--- config.mk ---
export PLATFORM = sky130hd
export DESIGN_NAME = tt_sweep_capture_flat
export DESIGN_NICKNAME = d
export VERILOG_FILES = /design/src/rtl/tt_sweep_capture_if.sv /design/src/rtl/tt_sweep_capture.sv /design/src/flat_wrapper.sv
export SDC_FILE = /design/constraint.sdc
export NUM_CORES = 1
export LEC_CHECK = 0
export ABC_AREA = 1
export CORE_ASPECT_RATIO = 1.1
export CORE_UTILIZATION = 40
export DETAILED_ROUTE_END_ITERATION = 8
export GPL_ROUTABILITY_DRIVEN = 1
export PLACE_DENSITY = 0.66
export RECOVER_POWER = 100
export SLEW_MARGIN = 10
export SYNTH_ARGS = -nofsm -noshare
export SYNTH_HDL_FRONTEND = slang
export SYNTH_SLANG_ARGS = --single-unit
--- constraint.sdc ---
create_clock -name clk -period 1.9 [get_ports clk]
set_clock_uncertainty 0.1 [all_clocks]
set_input_delay 0.38 -clock clk [delete_from_list [all_inputs] [get_ports clk]]
set_output_delay 0.38 -clock clk [all_outputs]
set_load 0.01 [all_outputs]
--- src/rtl/tt_sweep_capture_if.sv ---
// Signal bundle between the sweep capture block and the function-under-test harness.
// slave = capture block side, master = stimulus/harness side.
interface tt_sweep_capture_if;
  logic        start;
  logic        f_in;
  logic        w;
  logic        x;
  logic        y;
  logic        z;
  logic        busy;
  logic        done;
  logic [15:0] truth;
  logic [4:0]  ones_cnt;
  logic [4:0]  err_cnt;
  logic        pass;

  modport slave (
    input  start,
    input  f_in,
    output w,
    output x,
    output y,
    output z,
    output busy,
    output done,
    output truth,
    output ones_cnt,
    output err_cnt,
    output pass
  );

  modport master (
    output start,
    output f_in,
    input  w,
    input  x,
    input  y,
    input  z,
    input  busy,
    input  done,
    input  truth,
    input  ones_cnt,
    input  err_cnt,
    input  pass
  );
endinterface

--- src/rtl/tt_sweep_capture.sv ---
// Walks {w,x,y,z} through all 16 vectors, samples f_in after SETTLE cycles per vector,
// and grades the captured truth table against EXPECT; done after 16*(SETTLE+1) cycles.
module tt_sweep_capture #(
  parameter int unsigned SETTLE = 2,
  parameter logic [15:0] EXPECT = 16'h1F55
) (
  input  logic               clk,
  input  logic               rst_n,
  tt_sweep_capture_if.slave  bus
);

  generate
    if (SETTLE < 1 || SETTLE > 15) begin : g_bad_settle
      $error("tt_sweep_capture: SETTLE must be in 1..15");
    end
  endgenerate

  typedef enum logic [1:0] {
    ST_IDLE   = 2'd0,
    ST_SETTLE = 2'd1,
    ST_SAMPLE = 2'd2,
    ST_DONE   = 2'd3
  } state_e;

  localparam logic [3:0] SETTLE_LAST = 4'(SETTLE - 1);

  state_e      state_q, state_d;
  logic [3:0]  idx_q,   idx_d;
  logic [3:0]  cnt_q,   cnt_d;
  logic [15:0] truth_q, truth_d;
  logic [4:0]  ones_q,  ones_d;
  logic [4:0]  err_q,   err_d;

  logic        active;

  always_ff @(posedge clk or negedge rst_n) begin
    if (!rst_n) begin
      state_q <= ST_IDLE;
      idx_q   <= 4'd0;
      cnt_q   <= 4'd0;
      truth_q <= 16'd0;
      ones_q  <= 5'd0;
      err_q   <= 5'd0;
    end else begin
      state_q <= state_d;
      idx_q   <= idx_d;
      cnt_q   <= cnt_d;
      truth_q <= truth_d;
      ones_q  <= ones_d;
      err_q   <= err_d;
    end
  end

  always_comb begin
    state_d = state_q;
    idx_d   = idx_q;
    cnt_d   = cnt_q;
    truth_d = truth_q;
    ones_d  = ones_q;
    err_d   = err_q;

    unique case (state_q)
      // DONE accepts start exactly like IDLE so a finished sweep can be rerun.
      ST_IDLE, ST_DONE: begin
        if (bus.start) begin
          state_d = ST_SETTLE;
          idx_d   = 4'd0;
          cnt_d   = 4'd0;
          truth_d = 16'd0;
          ones_d  = 5'd0;
          err_d   = 5'd0;
        end
      end

      ST_SETTLE: begin
        if (cnt_q == SETTLE_LAST) begin
          state_d = ST_SAMPLE;
          cnt_d   = 4'd0;
        end else begin
          cnt_d   = cnt_q + 4'd1;
        end
      end

      ST_SAMPLE: begin
        truth_d[idx_q] = bus.f_in;
        ones_d         = ones_q + {4'd0, bus.f_in};
        err_d          = err_q + {4'd0, bus.f_in ^ EXPECT[idx_q]};
        if (idx_q == 4'hF) begin
          state_d = ST_DONE;
        end else begin
          state_d = ST_SETTLE;
          idx_d   = idx_q + 4'd1;
          cnt_d   = 4'd0;
        end
      end

      default: begin
        state_d = ST_IDLE;
      end
    endcase
  end

  // Outputs decode straight from registered state so reset clears them without a clock.
  assign active       = (state_q == ST_SETTLE) || (state_q == ST_SAMPLE);
  assign bus.w        = active & idx_q[3];
  assign bus.x        = active & idx_q[2];
  assign bus.y        = active & idx_q[1];
  assign bus.z        = active & idx_q[0];
  assign bus.busy     = active;
  assign bus.done     = (state_q == ST_DONE);
  assign bus.truth    = truth_q;
  assign bus.ones_cnt = ones_q;
  assign bus.err_cnt  = err_q;
  assign bus.pass     = (state_q == ST_DONE) && (err_q == 5'd0);

endmodule

--- src/flat_wrapper.sv ---
// flat-port wrapper written by rule: the top's interface ports become plain ports
module tt_sweep_capture_flat 
#(
  parameter int unsigned SETTLE = 2,
  parameter logic [15:0] EXPECT = 16'h1F55
)
  (clk, rst_n, bus_start, bus_f_in, bus_w, bus_x, bus_y, bus_z, bus_busy, bus_done, bus_truth, bus_ones_cnt, bus_err_cnt, bus_pass);
  tt_sweep_capture_if bus_i ();
  input  logic clk;
  input  logic rst_n;
  input wire logic [$bits(bus_i.start)-1:0] bus_start;
  input wire logic [$bits(bus_i.f_in)-1:0] bus_f_in;
  output wire logic [$bits(bus_i.w)-1:0] bus_w;
  output wire logic [$bits(bus_i.x)-1:0] bus_x;
  output wire logic [$bits(bus_i.y)-1:0] bus_y;
  output wire logic [$bits(bus_i.z)-1:0] bus_z;
  output wire logic [$bits(bus_i.busy)-1:0] bus_busy;
  output wire logic [$bits(bus_i.done)-1:0] bus_done;
  output wire logic [$bits(bus_i.truth)-1:0] bus_truth;
  output wire logic [$bits(bus_i.ones_cnt)-1:0] bus_ones_cnt;
  output wire logic [$bits(bus_i.err_cnt)-1:0] bus_err_cnt;
  output wire logic [$bits(bus_i.pass)-1:0] bus_pass;
  assign bus_i.start = bus_start;
  assign bus_i.f_in = bus_f_in;
  assign bus_w = bus_i.w;
  assign bus_x = bus_i.x;
  assign bus_y = bus_i.y;
  assign bus_z = bus_i.z;
  assign bus_busy = bus_i.busy;
  assign bus_done = bus_i.done;
  assign bus_truth = bus_i.truth;
  assign bus_ones_cnt = bus_i.ones_cnt;
  assign bus_err_cnt = bus_i.err_cnt;
  assign bus_pass = bus_i.pass;
  tt_sweep_capture #(.SETTLE(SETTLE), .EXPECT(EXPECT)) u_core (.clk(clk), .rst_n(rst_n), .bus(bus_i));
endmodule
Word level (Yosys, flattened, before mapping)
Memories as Yosys holds them, arrays and structs flattened.
Cells that the tools add are included.
{"block": "word_totals", "reg_bits": 36, "rom_bits": 16, "input_bits": 4, "output_inout_bits": 33, "word_cells": 56, "memories": 1}
{"memory": "(name not given)", "depth": 16, "word_bits": 1, "read_ports": 1, "rd_clocked_by_memory_dff": 0, "write_ports": 0, "line": "tt_sweep_capture.sv:87", "rtl": "err_d = err_q + {4'd0, bus.f_in ^ EXPECT[idx_q]};"}
{"block": "op_classes", "n_addsub": 4, "n_lt_le_gt_ge": 2, "eq_ne": 8, "muxes": 19, "bitwise_logic": 5, "n_reduce_logical": 11}
{"operator": "$pmux 16 s2", "n": 1}
{"operator": "$pmux 5 s2", "n": 2}
{"operator": "$bwmux 16", "n": 1}
{"operator": "$mux 16", "n": 1}
{"operator": "$mux 4", "n": 4}
{"operator": "$pmux 4 s3", "n": 1}
{"operator": "$add 5x1->5", "n": 2}
{"operator": "$add 4x1->4 const B", "n": 2}
{"operator": "$pmux 4 s2", "n": 1}
{"operator": "$mux 2", "n": 3}
{"operator": "$pmux 2 s3", "n": 1}
{"operator": "$reduce_and 2->1", "n": 3}
{"operator": "$logic_not 5->1", "n": 1}
{"operator": "$lt 4x5->1 const B", "n": 1}
{"operator": "$mux 5", "n": 1}
{"operator": "$and 1x1->1", "n": 4}
{"operator": "$demux 1 s4", "n": 1}
{"operator": "$eq 2x2->1 const B", "n": 2}
{"operator": "$eq 4x1->1 const B", "n": 1}
{"operator": "$eq 4x4->1 const B", "n": 1}
{"operator": "$ge 4x1->1 const B", "n": 1}
{"operator": "$ne 2x2->1 const B", "n": 2}
{"operator": "$reduce_and 3->1", "n": 1}
{"operator": "$eq 2x1->1 const B", "n": 1}
{"operator": "8 further kinds", "n": 10}

Longest topological paths before layout
{"block": "depth", "depth_word": 6, "ltp_mapped": 10, "depth_no_buf": 10}

Worst setup path before layout
Ideal clock, no wire load.
{"block": "synth_timing", "kind": "register -> register", "from": "register u_core.idx_q[0]", "to": "register u_core.err_q[4] (netlist: u_core.bus.err_cnt[4])", "setup_time_ns": 0.076, "arrival_ns": 1.719, "required_ns": 1.724, "setup_slack_ns": 0.004, "path_stages_with_launch": 11, "n_path_buf": 0, "synth_period_minus_slack_ns": 1.896, "path_cell_list": "dfrtp_1 inv_1 ha_1 o22ai_1 xor2_1 ha_1 ha_1 nand3_1 nand2_1 nand3_1 o21ai_1"}
{"block": "synth_via", "elab_chain_len": 5}
{"element": "start: declaration", "line": "tt_sweep_capture.sv:28", "rtl": "logic [3:0] idx_q, idx_d;"}
{"element": "start signal: assignment", "line": "tt_sweep_capture.sv:46", "rtl": "idx_q <= idx_d;"}
{"element": "$mem_v2 16x1"}
{"element": "$mux 1 (not written as such)", "line": "tt_sweep_capture.sv:87"}
{"element": "$xor 1x1->1", "line": "tt_sweep_capture.sv:87"}
{"element": "$add 5x1->5", "line": "tt_sweep_capture.sv:87"}
{"element": "$pmux 5 s2", "line": "tt_sweep_capture.sv:62", "rtl": "unique case (state_q)"}
{"element": "end signal: assignment", "line": "tt_sweep_capture.sv:50", "rtl": "err_q <= err_d;"}
{"element": "end: declaration", "line": "tt_sweep_capture.sv:32", "rtl": "logic [4:0] err_q, err_d;"}
No other way between the ends. The select of a mux whose other input is x is not followed.
A chain may end at the register's enable or synchronous reset.

Final worst setup path
{"block": "layout_timing", "from": "register u_core.err_q[1] (netlist: u_core.bus.err_cnt[1])", "to": "output port bus_err_cnt[1]"}
{"element": "end: declaration", "line": "flat_wrapper.sv:21", "rtl": "output wire logic [$bits(bus_i.err_cnt)-1:0] bus_err_cnt;"}
No word-level cell between the ends.

==> metrics.log <==
[metrics] final setup TNS: 0 ns
[metrics] peak clock frequency supported by timing: 543 MHz
[metrics] Final setup violation count: 0
[metrics] gp weighted congestion: 0.892
[metrics] FF/Latch Area: 901 um^2
[metrics] area of all placed cells without fillers: 0.00280 mm^2
[metrics] Static Leak: 1.51 nW
[metrics] Die Width: 71.7 um
[metrics] pin count of the biggest net entering global routing: 37
[metrics] summed instance area of the synthesized netlist: 0.00214 mm^2
[metrics] per-cell via count in the routed design: 4.75
[metrics] Distinct cells, synth: 23
[metrics] clock period minus worst slack: 1.84 ns
[metrics] Required @ worst endpoint: 1.42 ns
[metrics] half-perimeter wire length after detailed placement: 3370 um
[metrics] Synth Net Count: 309
[metrics] critical path launch point type: flip-flop
[metrics] pre-CTS WS: -0.100 ns
[metrics] headroom to the max-slew limit: 0.394
[metrics] htree depth: 2
[metrics] antenna viol nets, final: 0
[metrics] DRT iter0 DRCs: 109
[metrics] arrival time of the worst setup path: 1.36 ns
[metrics] power density relative to cell area: 979 mW/mm^2
[metrics] area delta synth->final: 30.9%
[metrics] utilization of the core after routing: 0.552
[metrics] Total Routing Usage GR: 0.183
[metrics] Ports: 37
[metrics] CP endpoint kind: output port
[metrics] worst hold-check slack: 0.368 ns
[metrics] TritonCTS clock tree: built
[metrics] master cell of the clock root buffer: clkbuf_8
[metrics] ratio of cells with drive above 1 in the final layout: 0.120
[metrics] net count of the finished layout: 368
[metrics] max_cap viols: 0
[metrics] number of antenna violations at the first check in global routing: 0
[metrics] instance area after placement: 0.00269 mm^2
[metrics] TritonCTS sink count: 36
[metrics] overall power of the completed layout: 2.74 mW
[metrics] run status: finished, final reports clean
[metrics] VDD IR max: 0.000407 V
[metrics] Starting Density: 0.422
[metrics] global-route wire length before repair: 8000 um
[metrics] total of fill cells in the finished design: 490
[metrics] area enclosed by the die boundary: 0.00564 mm^2
[metrics] clock transition at the register clock pins on the worst setup and hold paths after CTS: 0.07 ns
[metrics] number of buffers added by the clock tree synthesis step: 5
[metrics] worst-case clock buffer depth: 2
[metrics] worst hold path type: flip-flop to flip-flop
[metrics] wire length per cell: 11.3 um
[metrics] detailed-route DRC error count: 0
[metrics] Routed WL: 4630 um
[metrics] fraction of post-synthesis cell area in the top cell type by area: 0.422
[metrics] final critical-path setup slack: 0.0573 ns
[metrics] combined area of the multi-input logic cells: 0.00107 mm^2
[metrics] final clock period utilization by the worst path: 0.970
[metrics] Post-Synthesis Mean Instance Area: 7.34 um^2
[metrics] final non-filler cell total: 409
[metrics] highest fanout seen on the critical path: 5
[metrics] number of placed cells counting well taps: 398
[metrics] type of the worst setup path: flip-flop to output port
[metrics] number of antenna repair diodes: 0
[metrics] GRT Residual Overflow: 0
[metrics] most frequent cells in the layout: nand2_1 (96), dfrtp_1 (36), inv_1 (33)
[metrics] synthesized instance count: 291
[metrics] warnings from Yosys: 0
[metrics] main area contributors after synthesis: dfrtp_1 (42%), nand2_1 (17%), ha_1 (8.2%), inv_1 (5.8%), nand3_1 (5.4%)
[metrics] final hold violations: 0
[metrics] most common cell after layout, fill and taps aside: nand2_1
[metrics] flop and latch count out of synthesis: 36
[metrics] vias after detailed routing: 1944
[metrics] number of core rows: 27
[metrics] number of global-route vias before repair: 1781
[metrics] y dimension of the die: 78.7 um
[metrics] number of iterations in the first detailed-routing pass: 4
[metrics] area leader, netlist: dfrtp_1
[metrics] fraction of the yosys area taken by sequential cells: 0.422
[metrics] Core Region: 0.00507 mm^2
[metrics] port buffer count: 36
[metrics] total count of max-transition violations in the final report: 0
[metrics] setup repair after global routing missed its margin: no
[metrics] Clk Latency, worst-skew pair: 0.29 ns
[metrics] Slew @ Worst Pin: 0.910 ns
[what timing repair did]
item | 4_1_cts | 5_1_grt
setup buffers | 1 | 2
setup endpoints to repair | 7 | 9
pin swaps | 0 | 4
hold endpoints to repair | 0 | 0
resized for setup | 11 | 15
hold buffers | 0 | 0
[final cells by class]
class,count,share of cell area
clock buffer,8,0.0322
inverter,35,0.0470
multi-input combinational,210,0.383
sequential,36,0.322
tap,58,0.0260
timing repair buffer,62,0.189
[kinds of logic after synthesis]
group	synth area share
simple gates	0.326
xor+xnor	0.00410
fa+ha+maj	0.0820
flops	0.422
buf+inv	0.0913
compound gates	0.0755
[worst paths after layout]
check                                         to  depth (start not counted)  slack, ns             startpoint
setup / recovery                  bus_err_cnt[1]                          2       0.06  u_core.bus.err_cnt[1]
hold / removal               u_core.bus.truth[2]                          2       0.37    u_core.bus.truth[2]
setup reg to reg           u_core.bus.err_cnt[2]                          8       0.14      u_core.state_q[1]
hold reg to reg              u_core.bus.truth[2]                          2       0.37    u_core.bus.truth[2]
max in group asynchronous        u_core.idx_q[2]                          2       0.48                  rst_n
min in group asynchronous    u_core.bus.truth[3]                          2       0.65                  rst_n
[flip-flops by register name, summed over array words and instances (netlist names)]
name	flops
u_core.bus.ones_cnt	5
u_core.state_q	2
u_core.idx_q	4
u_core.cnt_q	4
u_core.bus.truth	16
u_core.bus.err_cnt	5
[power breakdown]
part | total [mW] | switching [mW] | internal, mW
logic | 1.20 | 0.680 | 0.523
clock network | 0.569 | 0.273 | 0.296
registers | 0.966 | 0.0873 | 0.878
total | 2.74 | 1.04 | 1.70
[metal layers]
metal,part of all wire,GRT usage,vias to the layer above
li1,-,-,1043
met1,0.50,0.237,862
met2,0.45,0.299,30
met3,0.029,0.0385,9
met4,0.022,0.0725,0
met5,0,0,-
[cell usage after synthesis]
| cell type | instances |
|---|---|
| nand2_4 | 1 |
| or2_1 | 1 |
| buf_4 | 2 |
| o22ai_1 | 1 |
| buf_2 | 3 |
| nor3_1 | 1 |
| dfrtp_1 | 36 |
| xor2_1 | 1 |
| inv_2 | 2 |
| inv_1 | 33 |
| o21ai_0 | 19 |
| nor2_1 | 26 |
| nand2_2 | 4 |
| clkbuf_1 | 3 |
| nand3b_1 | 1 |
| o21ai_1 | 9 |
| a21oi_1 | 3 |
| nand4_1 | 11 |
| buf_6 | 2 |
| nand2_1 | 94 |
| nand3_1 | 23 |
| ha_1 | 14 |
| nor2_2 | 1 |
[critical path, cell delays in order, from the launching register on]
cell and delay [ns]:
dfrtp_1 0.37, buf_4 0.16, clkdlybuf4s50_1 0.54
Note: power is estimated with default switching activity, not from simulation.
